`src/rtl/prime_scanner.sv`:
```
`default_nettype none
// ============================================================================
// Module      : prime_scanner
// Description : Scans every candidate from 2 up to a latched limit and
//               reports, one pulse per candidate, whether it is prime.
//               Primality is decided by sequential trial division with odd
//               divisors (one divisor per clock), and a running prime count
//               is kept for the scan.
// Revision    : 1.0 - initial release
//
// Optional feature macro:
//   PRIME_SCANNER_ABORT_EN - adds input 'abort'. When it is sampled high in
//                            INIT or TEST the scan jumps straight to DONE.
//
// Ports:
//   clk            in   clock, rising edge
//   rst            in   synchronous active-high reset
//   start          in   scan request, only sampled in IDLE
//   num_max        in   inclusive upper limit, latched when start is taken
//   abort          in   (PRIME_SCANNER_ABORT_EN only) terminate the scan
//   busy           out  high while in INIT or TEST
//   done           out  one-cycle pulse in DONE
//   check_valid    out  one-cycle pulse per decided candidate
//   prime          out  result for number_checked (valid with check_valid)
//   number_checked out  candidate just decided, holds between pulses
//   prime_count    out  primes found so far in this scan
// ============================================================================
module prime_scanner #(
    parameter int WIDTH = 11
) (
    input  logic             clk,
    input  logic             rst,
    input  logic             start,
    input  logic [WIDTH-1:0] num_max,
`ifdef PRIME_SCANNER_ABORT_EN
    input  logic             abort,
`endif
    output logic             busy,
    output logic             done,
    output logic             check_valid,
    output logic             prime,
    output logic [WIDTH-1:0] number_checked,
    output logic [WIDTH-1:0] prime_count
);

    localparam logic [1:0] c_IDLE = 2'd0;
    localparam logic [1:0] c_INIT = 2'd1;
    localparam logic [1:0] c_TEST = 2'd2;
    localparam logic [1:0] c_DONE = 2'd3;

    localparam int c_PW = 2 * WIDTH + 2;

    logic [1:0]       r_state;
    logic [1:0]       w_state_nxt;

    logic [WIDTH-1:0] r_lim;
    logic [WIDTH-1:0] r_cand;
    logic [WIDTH-1:0] r_div;
    // Set when the last candidate has been decided: TEST spends one more
    // cycle so that done appears in the cycle after the final check_valid.
    logic             r_fin;
    logic             r_cv;
    logic             r_prime;
    logic [WIDTH-1:0] r_num;
    logic [WIDTH-1:0] r_count;

    logic             w_abort;
    logic [c_PW-1:0]  w_sq;
    logic [c_PW-1:0]  w_cand_ext;
    logic [WIDTH-1:0] w_rem;
    logic             w_is2;
    logic             w_sq_gt;
    logic             w_comp;
    logic             w_decide;
    logic             w_result;
    logic [WIDTH:0]   w_next;
    logic             w_last;

`ifdef PRIME_SCANNER_ABORT_EN
    assign w_abort = abort;
`else
    assign w_abort = 1'b0;
`endif

    // Divisor square is formed at full width so it can never wrap.
    assign w_sq       = {{(WIDTH + 2){1'b0}}, r_div} * {{(WIDTH + 2){1'b0}}, r_div};
    assign w_cand_ext = {{(WIDTH + 2){1'b0}}, r_cand};
    assign w_rem      = r_cand % r_div;

    assign w_is2    = (r_cand == WIDTH'(2));
    assign w_sq_gt  = (w_sq > w_cand_ext);
    assign w_comp   = (w_rem == '0);
    assign w_decide = !r_fin && (w_is2 || w_sq_gt || w_comp);
    assign w_result = w_is2 || w_sq_gt;

    // Next candidate carries one extra bit so the end of the number space
    // is detected instead of wrapping back to a small value.
    assign w_next = w_is2 ? (WIDTH + 1)'(3) : ({1'b0, r_cand} + (WIDTH + 1)'(2));
    assign w_last = (w_next > {1'b0, r_lim}) || w_next[WIDTH];

    // ------------------------------------------------------------------
    // State register
    // ------------------------------------------------------------------
    always_ff @(posedge clk) begin
        if (rst) begin
            r_state <= c_IDLE;
        end else begin
            r_state <= w_state_nxt;
        end
    end

    // ------------------------------------------------------------------
    // Next-state logic
    // ------------------------------------------------------------------
    always_comb begin
        w_state_nxt = r_state;
        case (r_state)
            c_IDLE: begin
                if (start) begin
                    w_state_nxt = c_INIT;
                end
            end
            c_INIT: begin
                if (w_abort || (r_lim < WIDTH'(2))) begin
                    w_state_nxt = c_DONE;
                end else begin
                    w_state_nxt = c_TEST;
                end
            end
            c_TEST: begin
                if (w_abort || r_fin) begin
                    w_state_nxt = c_DONE;
                end
            end
            c_DONE: begin
                w_state_nxt = c_IDLE;
            end
            default: begin
                w_state_nxt = c_IDLE;
            end
        endcase
    end

    // ------------------------------------------------------------------
    // State-decoded outputs
    // ------------------------------------------------------------------
    always_comb begin
        busy = 1'b0;
        done = 1'b0;
        case (r_state)
            c_INIT:  busy = 1'b1;
            c_TEST:  busy = 1'b1;
            c_DONE:  done = 1'b1;
            default: begin
                busy = 1'b0;
                done = 1'b0;
            end
        endcase
    end

    // ------------------------------------------------------------------
    // Datapath
    // ------------------------------------------------------------------
    always_ff @(posedge clk) begin
        if (rst) begin
            r_lim   <= '0;
            r_cand  <= '0;
            r_div   <= '0;
            r_fin   <= 1'b0;
            r_cv    <= 1'b0;
            r_prime <= 1'b0;
            r_num   <= '0;
            r_count <= '0;
        end else begin
            r_cv    <= 1'b0;
            r_prime <= 1'b0;
            case (r_state)
                c_IDLE: begin
                    if (start) begin
                        r_lim   <= num_max;
                        r_count <= '0;
                        r_num   <= '0;
                        r_fin   <= 1'b0;
                    end
                end
                c_INIT: begin
                    r_cand <= WIDTH'(2);
                    r_div  <= WIDTH'(3);
                    r_fin  <= 1'b0;
                end
                c_TEST: begin
                    if (!w_abort) begin
                        if (w_decide) begin
                            r_cv    <= 1'b1;
                            r_num   <= r_cand;
                            r_prime <= w_result;
                            if (w_result) begin
                                r_count <= r_count + WIDTH'(1);
                            end
                            r_div <= WIDTH'(3);
                            if (w_last) begin
                                r_fin <= 1'b1;
                            end else begin
                                r_cand <= w_next[WIDTH-1:0];
                            end
                        end else if (!r_fin) begin
                            r_div <= r_div + WIDTH'(2);
                        end
                    end
                end
                default: begin
                    r_fin <= 1'b0;
                end
            endcase
        end
    end

    assign check_valid    = r_cv;
    assign prime          = r_prime;
    assign number_checked = r_num;
    assign prime_count    = r_count;

endmodule
`default_nettype wire

```
`config.mk`:
```
export PLATFORM = sky130hd
export DESIGN_NAME = prime_scanner
export DESIGN_NICKNAME = d
export VERILOG_FILES = /design/src/rtl/prime_scanner.sv
export SDC_FILE = /design/constraint.sdc
export NUM_CORES = 1
export LEC_CHECK = 0
export ABC_AREA = 1
export BUFFER_PORTS_ARGS = -buffer_cell sky130_fd_sc_hd__buf_2
export CAP_MARGIN = 5
export CORE_MARGIN = 2
export CORE_UTILIZATION = 30
export CTS_CLUSTER_SIZE = 12
export DETAILED_ROUTE_END_ITERATION = 8
export GPL_TIMING_DRIVEN = 0
export PLACE_DENSITY_LB_ADDON = 0.05
export SKIP_LAST_GASP = 1
export SLEW_MARGIN = 10
export SYNTH_ARGS = -nofsm -noshare
export SYNTH_HDL_FRONTEND = slang
export SYNTH_SLANG_ARGS = --single-unit
```
`constraint.sdc`:
```
create_clock -name clk -period 28.3 [get_ports clk]
set_input_delay 4.245 -clock clk [delete_from_list [all_inputs] [get_ports clk]]
set_output_delay 4.245 -clock clk [all_outputs]
set_load 0.05 [all_outputs]
```
## Word level (Yosys, flattened, before mapping)

Index checks and enable logic that the tools add are counted.

- Add/subtract/negate cells: 3
- Multipliers: 1
- Div/mod/pow operators: 1
- Order comparisons: 3
- Equality and inequality tests: 11
- Mux-type cells: 24
- Bitwise logic cells: 2
- Reductions and logical operators: 19

Operator list:

| operator | count |
|---|---|
| 11-bit two-way mux | 8 |
| 11-bit one-hot mux with 2 select lines | 4 |
| 22-bit by 11-bit > comparator with 1-bit output | 1 |
| 11-bit by 11-bit multiplier with 22-bit output | 1 |
| 11-bit by 2-bit adder with 12-bit output, second input constant | 1 |
| 12-bit by 11-bit > comparator with 1-bit output | 1 |
| 12-bit two-way mux | 1 |
| 2-bit inequality test, second input constant | 6 |
| 11-bit by 1-bit adder with 11-bit output, second input constant | 1 |
| 11-bit by 2-bit adder with 11-bit output, second input constant | 1 |
| 11-bit by 2-bit equality test with 1-bit output, second input constant | 1 |
| 11-bit zero test | 1 |
| 11-bit by 2-bit < comparator with 1-bit output, second input constant | 1 |
| 11-bit by 11-bit remainder unit with 11-bit output | 1 |
| 3-bit AND reduction | 3 |
| 2-bit one-hot mux with 4 select lines | 1 |
| 1-bit two-way mux | 7 |
| 2-bit AND reduction | 3 |
| 2-bit equality test, second input constant | 2 |
| 2-bit two-way mux | 2 |
| 4-bit AND reduction | 1 |
| 2-bit nonzero test | 2 |
| 2-bit OR reduction | 2 |
| 1-bit logical OR | 3 |
| other kinds (8) | 9 |

- Flip-flop bits (word level): 60
- Input port bits: 14
- Output and inout port bits: 26

## Depth between registers and ports, before layout

- Depth in word-level cells: 7
- Gate-level depth with buffers: 125
- Mapped depth without buffers: 122

## Worst setup path before layout

No wires, ideal clock.

- Path type: register to register
- From: register r_div[0]
- To: register r_count[0], in the netlist prime_count[0]
- Library setup time: 0.114 ns
- Data arrival time: 13.087 ns
- Data required time: 28.186 ns
- Setup slack: 15.099 ns
- Stages on the path, launching flop included: 115
- Path buffers: 3
- Clock period less this slack: 13.201 ns
- Path through: dfxtp_1 > inv_1 > ha_1 > nor3b_1 > nand2_1 > nand2_1 > inv_1 > ha_1 > o21ai_0 > nand2_1 > nand3_2 > nand2_1 > nand2_1 > ha_1 > nand2_1 > nand3_1 > nand2_1 > nand2_1 > (+79 left out) > a21oi_1 > o21bai_1 > a21oi_1 > or2_2 > nand2_1 > nand3_1 > nand2_1 > xnor2_1 > nand4_1 > nand2_1 > nand2_1 > nand3_2 > nand2_4 > nand2_2 > nand3_2 > buf_6 > a21oi_1 > nor2_1

- Cells in the longest elaborated chain, start to end: 7
- Elaborated cells between the ends (all ways): 10
- Classes of those cells: mul (1); div (1); order compare (1); eq/ne (2); reduce/logical (5)

Ends and longest elaborated chain:

| what | line | source |
|---|---|---|
| from (decl) | 58 | `logic [WIDTH-1:0] r_div;` |
| from (signal assigned) | 207 | `r_div <= r_div + WIDTH'(2);` |
| parallel branches: the longest is 6 deep, another holds 11-bit by 11-bit remainder unit with 11-bit output | n/a |  |
| 4-bit AND reduction (no source line) * | n/a |  |
| to (signal assigned) | 198 | `r_count <= r_count + WIDTH'(1);` |
| to (decl) | 65 | `logic [WIDTH-1:0] r_count;` |

Every way passes the cells marked *.
A chain may end at the register's enable or synchronous reset.

## Worst setup path in the final report

- From: register r_div[0]
- To: register r_num[5], in the netlist number_checked[5]

- Cells in the longest elaborated chain, start to end: 7
- Elaborated cells between the ends (all ways): 9
- Classes of those cells: mul (1); div (1); order compare (1); eq/ne (1); reduce/logical (5)

Ends and longest elaborated chain:

| what | line | source |
|---|---|---|
| parallel branches: the longest is 3 deep, another holds 11-bit by 11-bit remainder unit with 11-bit output | n/a |  |
| 1-bit logical OR * | 93 | `assign w_decide = !r_fin && (w_is2 \|\| w_sq_gt \|\| w_comp);` |
| 1-bit logical AND * | 93 |  |
| 2-bit inequality test (no source line) * | n/a |  |
| 3-bit AND reduction (no source line) * | n/a |  |
| to (signal assigned) | 195 | `r_num <= r_cand;` |
| to (decl) | 64 | `logic [WIDTH-1:0] r_num;` |

Marks and branches as above.

==> impl_metrics.env <==
export IMPL_status="complete, no violations"
export IMPL_worstRegToRegCells=114
export IMPL_worst_slack_ns=12.45
export IMPL_die_h_um=194
export IMPL_cpMaxStageDelayCell="o21ai_0"
export IMPL_cts_buffers=9
export IMPL_core_area_sq_mm=0.0356
export IMPL_register_area_sq_mm=0.00120
export IMPL_grt_max_degree=17
export IMPL_die_w_um=194
export IMPL_async_flop_share=0
export IMPL_min_from="number_checked[2]$_SDFFE_PP0P_"
export IMPL_multi_input_area_sq_mm=0.00832
export IMPL_hpwl_um=27200
export IMPL_dieArea_sq_mm=0.0377
export IMPL_synth_top_area_frac=0.172
export IMPL_cp_end_kind="flop"
export IMPL_first_global_vias=9820
export IMPL_drv_cap=0
export IMPL_place_congestion=0.805
export IMPL_synth_edf_count=0
export IMPL_whs_path_depth=2
export IMPL_synth_nets=1831
export IMPL_ys_warn_count=0
export IMPL_min_path_type="flop to flop"
export IMPL_grt_pass1_wl_um=52800
export IMPL_fmax_ghz=0.0631
export IMPL_finalHoldViolCount=0
export IMPL_routed_via_density=4.70
export IMPL_crit_type="flop to flop"
export IMPL_yosys_top_cells_area="ha_1 17%, nand2_1 12%, fa_1 12%"
export IMPL_min_to="number_checked[2]$_SDFFE_PP0P_"
export IMPL_use_met3=0.0160
export IMPL_critPathMaxFanout=12
export IMPL_rows=69
export IMPL_start_util=0.305
export IMPL_ios=40
export IMPL_nNetsFinal=1881
export IMPL_postCtsSetupRepairBufs=0
export IMPL_place_area_sq_mm=0.0116
export IMPL_dr_total_vias=9959
export IMPL_r2r_start="r_div[0]$_SDFFE_PP0P_"
export IMPL_fill_cells=3985
export IMPL_ys_types=54
export IMPL_portBuffers=38
export IMPL_drtAntennaViolNets=0
export IMPL_relSlewSlack=0.482
export IMPL_layout_cells_most_common_list="360 x nand2_1, 277 x inv_1, 149 x ha_1"
export IMPL_overflow=0
export IMPL_antenna_found_initial=0
export IMPL_htree_levels=3
export IMPL_r2r_slack_ns=12.45
export IMPL_cts_root_buf="clkbuf_16"
export IMPL_clock_path_buffers=2
export IMPL_worst_setup_path_start_kind="flop"
export IMPL_grtUsageTotal=0.174
export IMPL_clkTransAtPathRegs_ns=0.05
export IMPL_wl_um=32300
export IMPL_worstPathRequired_ns=28.53
export IMPL_slew_viol_final=0
export IMPL_critPathMaxStageDelay_ns=0.55
export IMPL_grt_use_met2=0.281
export IMPL_ys_flop_type="dfxtp_1"
export IMPL_firstDrtPassIters=5
export IMPL_grt_use_met1=0.252
export IMPL_synth_area_sq_mm=0.0109
export IMPL_yosysTopAreaCell="ha_1"
export IMPL_cts_resized_gates=0
export IMPL_min_period_ns=15.85
export IMPL_fin_crit_sh=0.560
export IMPL_tightestPinTransition_ns=0.776
export IMPL_synth_seq_area_share=0.111
export IMPL_final_common_cell="nand2_1"
export IMPL_syn_avg_cell_area_sq_um=6.76
export IMPL_n_antenna_cell=0
export IMPL_final_cell_area_sq_mm=0.0119
export IMPL_grt_setup_unrepaired="false"
export IMPL_cts_tree="done"
export IMPL_clk_latency_ns=0.34
export IMPL_clock_sinks=60
export IMPL_drc=0
export IMPL_setup_tns_ns=0
export IMPL_area_growth_pct=9.89
export IMPL_setup_viol_count_final=0
export IMPL_crit_arrival_ns=16.08
export IMPL_clock_skew_ns=0.00789
export IMPL_reg2reg_to="number_checked[5]$_SDFFE_PP0P_"
export IMPL_pre_cts_ws_ns=12.30
export IMPL_drive_gt1_frac=0.105
export IMPL_crit_path_frequent_cell="nand2_1"
export IMPL_busiest_layer="met2"
export IMPL_postCtsHoldBufs=0
export IMPL_ys_ff_latch=60
export IMPL_syn_inst=1604
export IMPL_drt_wirelength_per_cell_um=15.2
export IMPL_drtIter0Drc=427
[synthesized netlist by cell type, drive strengths merged (33+ instances only)]
| cell type | n |
|---|---|
| nand3 | 123 |
| dfxtp | 60 |
| inv | 288 |
| o21ai | 69 |
| xor2 | 39 |
| a21oi | 115 |
| fa | 64 |
| clkbuf | 35 |
| nor2 | 108 |
| nand4 | 33 |
| nand2 | 376 |
| ha | 149 |
[flip-flops by register name (all words and copies together) (netlist names)]
| name | flops |
|---|---|
| check_valid | 1 |
| number_checked | 11 |
| prime | 1 |
| prime_count | 11 |
| r_cand | 11 |
| r_div | 11 |
| r_fin | 1 |
| r_lim | 11 |
| r_state | 2 |
[worst max path at each step]
stage                          startpoint                             end  slack, ns  cells past startpoint
finish              r_div[0]$_SDFFE_PP0P_  number_checked[5]$_SDFFE_PP0P_      12.45                    114
CTS                 r_div[2]$_SDFFE_PP0P_  number_checked[5]$_SDFFE_PP0P_      12.24                    116
global placement    r_div[2]$_SDFFE_PP0P_  number_checked[5]$_SDFFE_PP0P_      12.24                    116
detailed placement  r_div[2]$_SDFFE_PP0P_  number_checked[5]$_SDFFE_PP0P_      12.30                    116
floorplan           r_div[0]$_SDFFE_PP0P_     prime_count[0]$_SDFFE_PP0P_      15.10                    114
global route        r_div[0]$_SDFFE_PP0P_  number_checked[9]$_SDFFE_PP0P_      10.52                    114
[final cells by class]
class                   count  area share
clock inverters             4     0.00420
clock buffers              11      0.0204
flip-flops and latches     60       0.101
multi-input cells        1205       0.698
inverters                 289      0.0914
repair buffers             39      0.0166
well taps                 461      0.0484
plain buffers              50      0.0204
[critical path, delay by kind of cell (launching register included)]
| kind | cells | cell delay, ns |
|---|---|---|
| xor gates and xnor gates | 2 | 0.23 |
| adders and majority gates | 11 | 3.59 |
| buffers and inverters | 14 | 1.55 |
| AOI/OAI and AO/OA | 16 | 2.50 |
| DFF | 1 | 0.43 |
| and+or+nand+nor | 71 | 7.40 |
[logic make-up after synthesis]
family,synth area share
buf+inv,0.123
flops,0.111
simple gates,0.314
compound gates,0.113
fa+ha+maj,0.290
xor+xnor,0.0500
[metrics by stage]
stage | utilization | cells | hold slack, ns
finish | 0.335 | 2119 | 0.479
CTS | 0.335 | 2119 | 0.485
floorplan | - | 1604 | 0.445
detailed placement | 0.327 | 2104 | 0.471
global placement | 0.327 | 2103 | 0.465
global route | 0.335 | 2119 | 0.501
[layer usage]
metal / part of all wire / up-vias / routed length [um]
met5: 0 / - / 0
met4: 0.013 / 0 / 407
met3: 0.025 / 25 / 809
met2: 0.44 / 109 / 14200
met1: 0.52 / 4567 / 16900
li1: - / 5258 / -
Power is left out: the tool's default activity adds up to more than one toggle a clock period on the data nets, which glitch-free logic cannot reach.
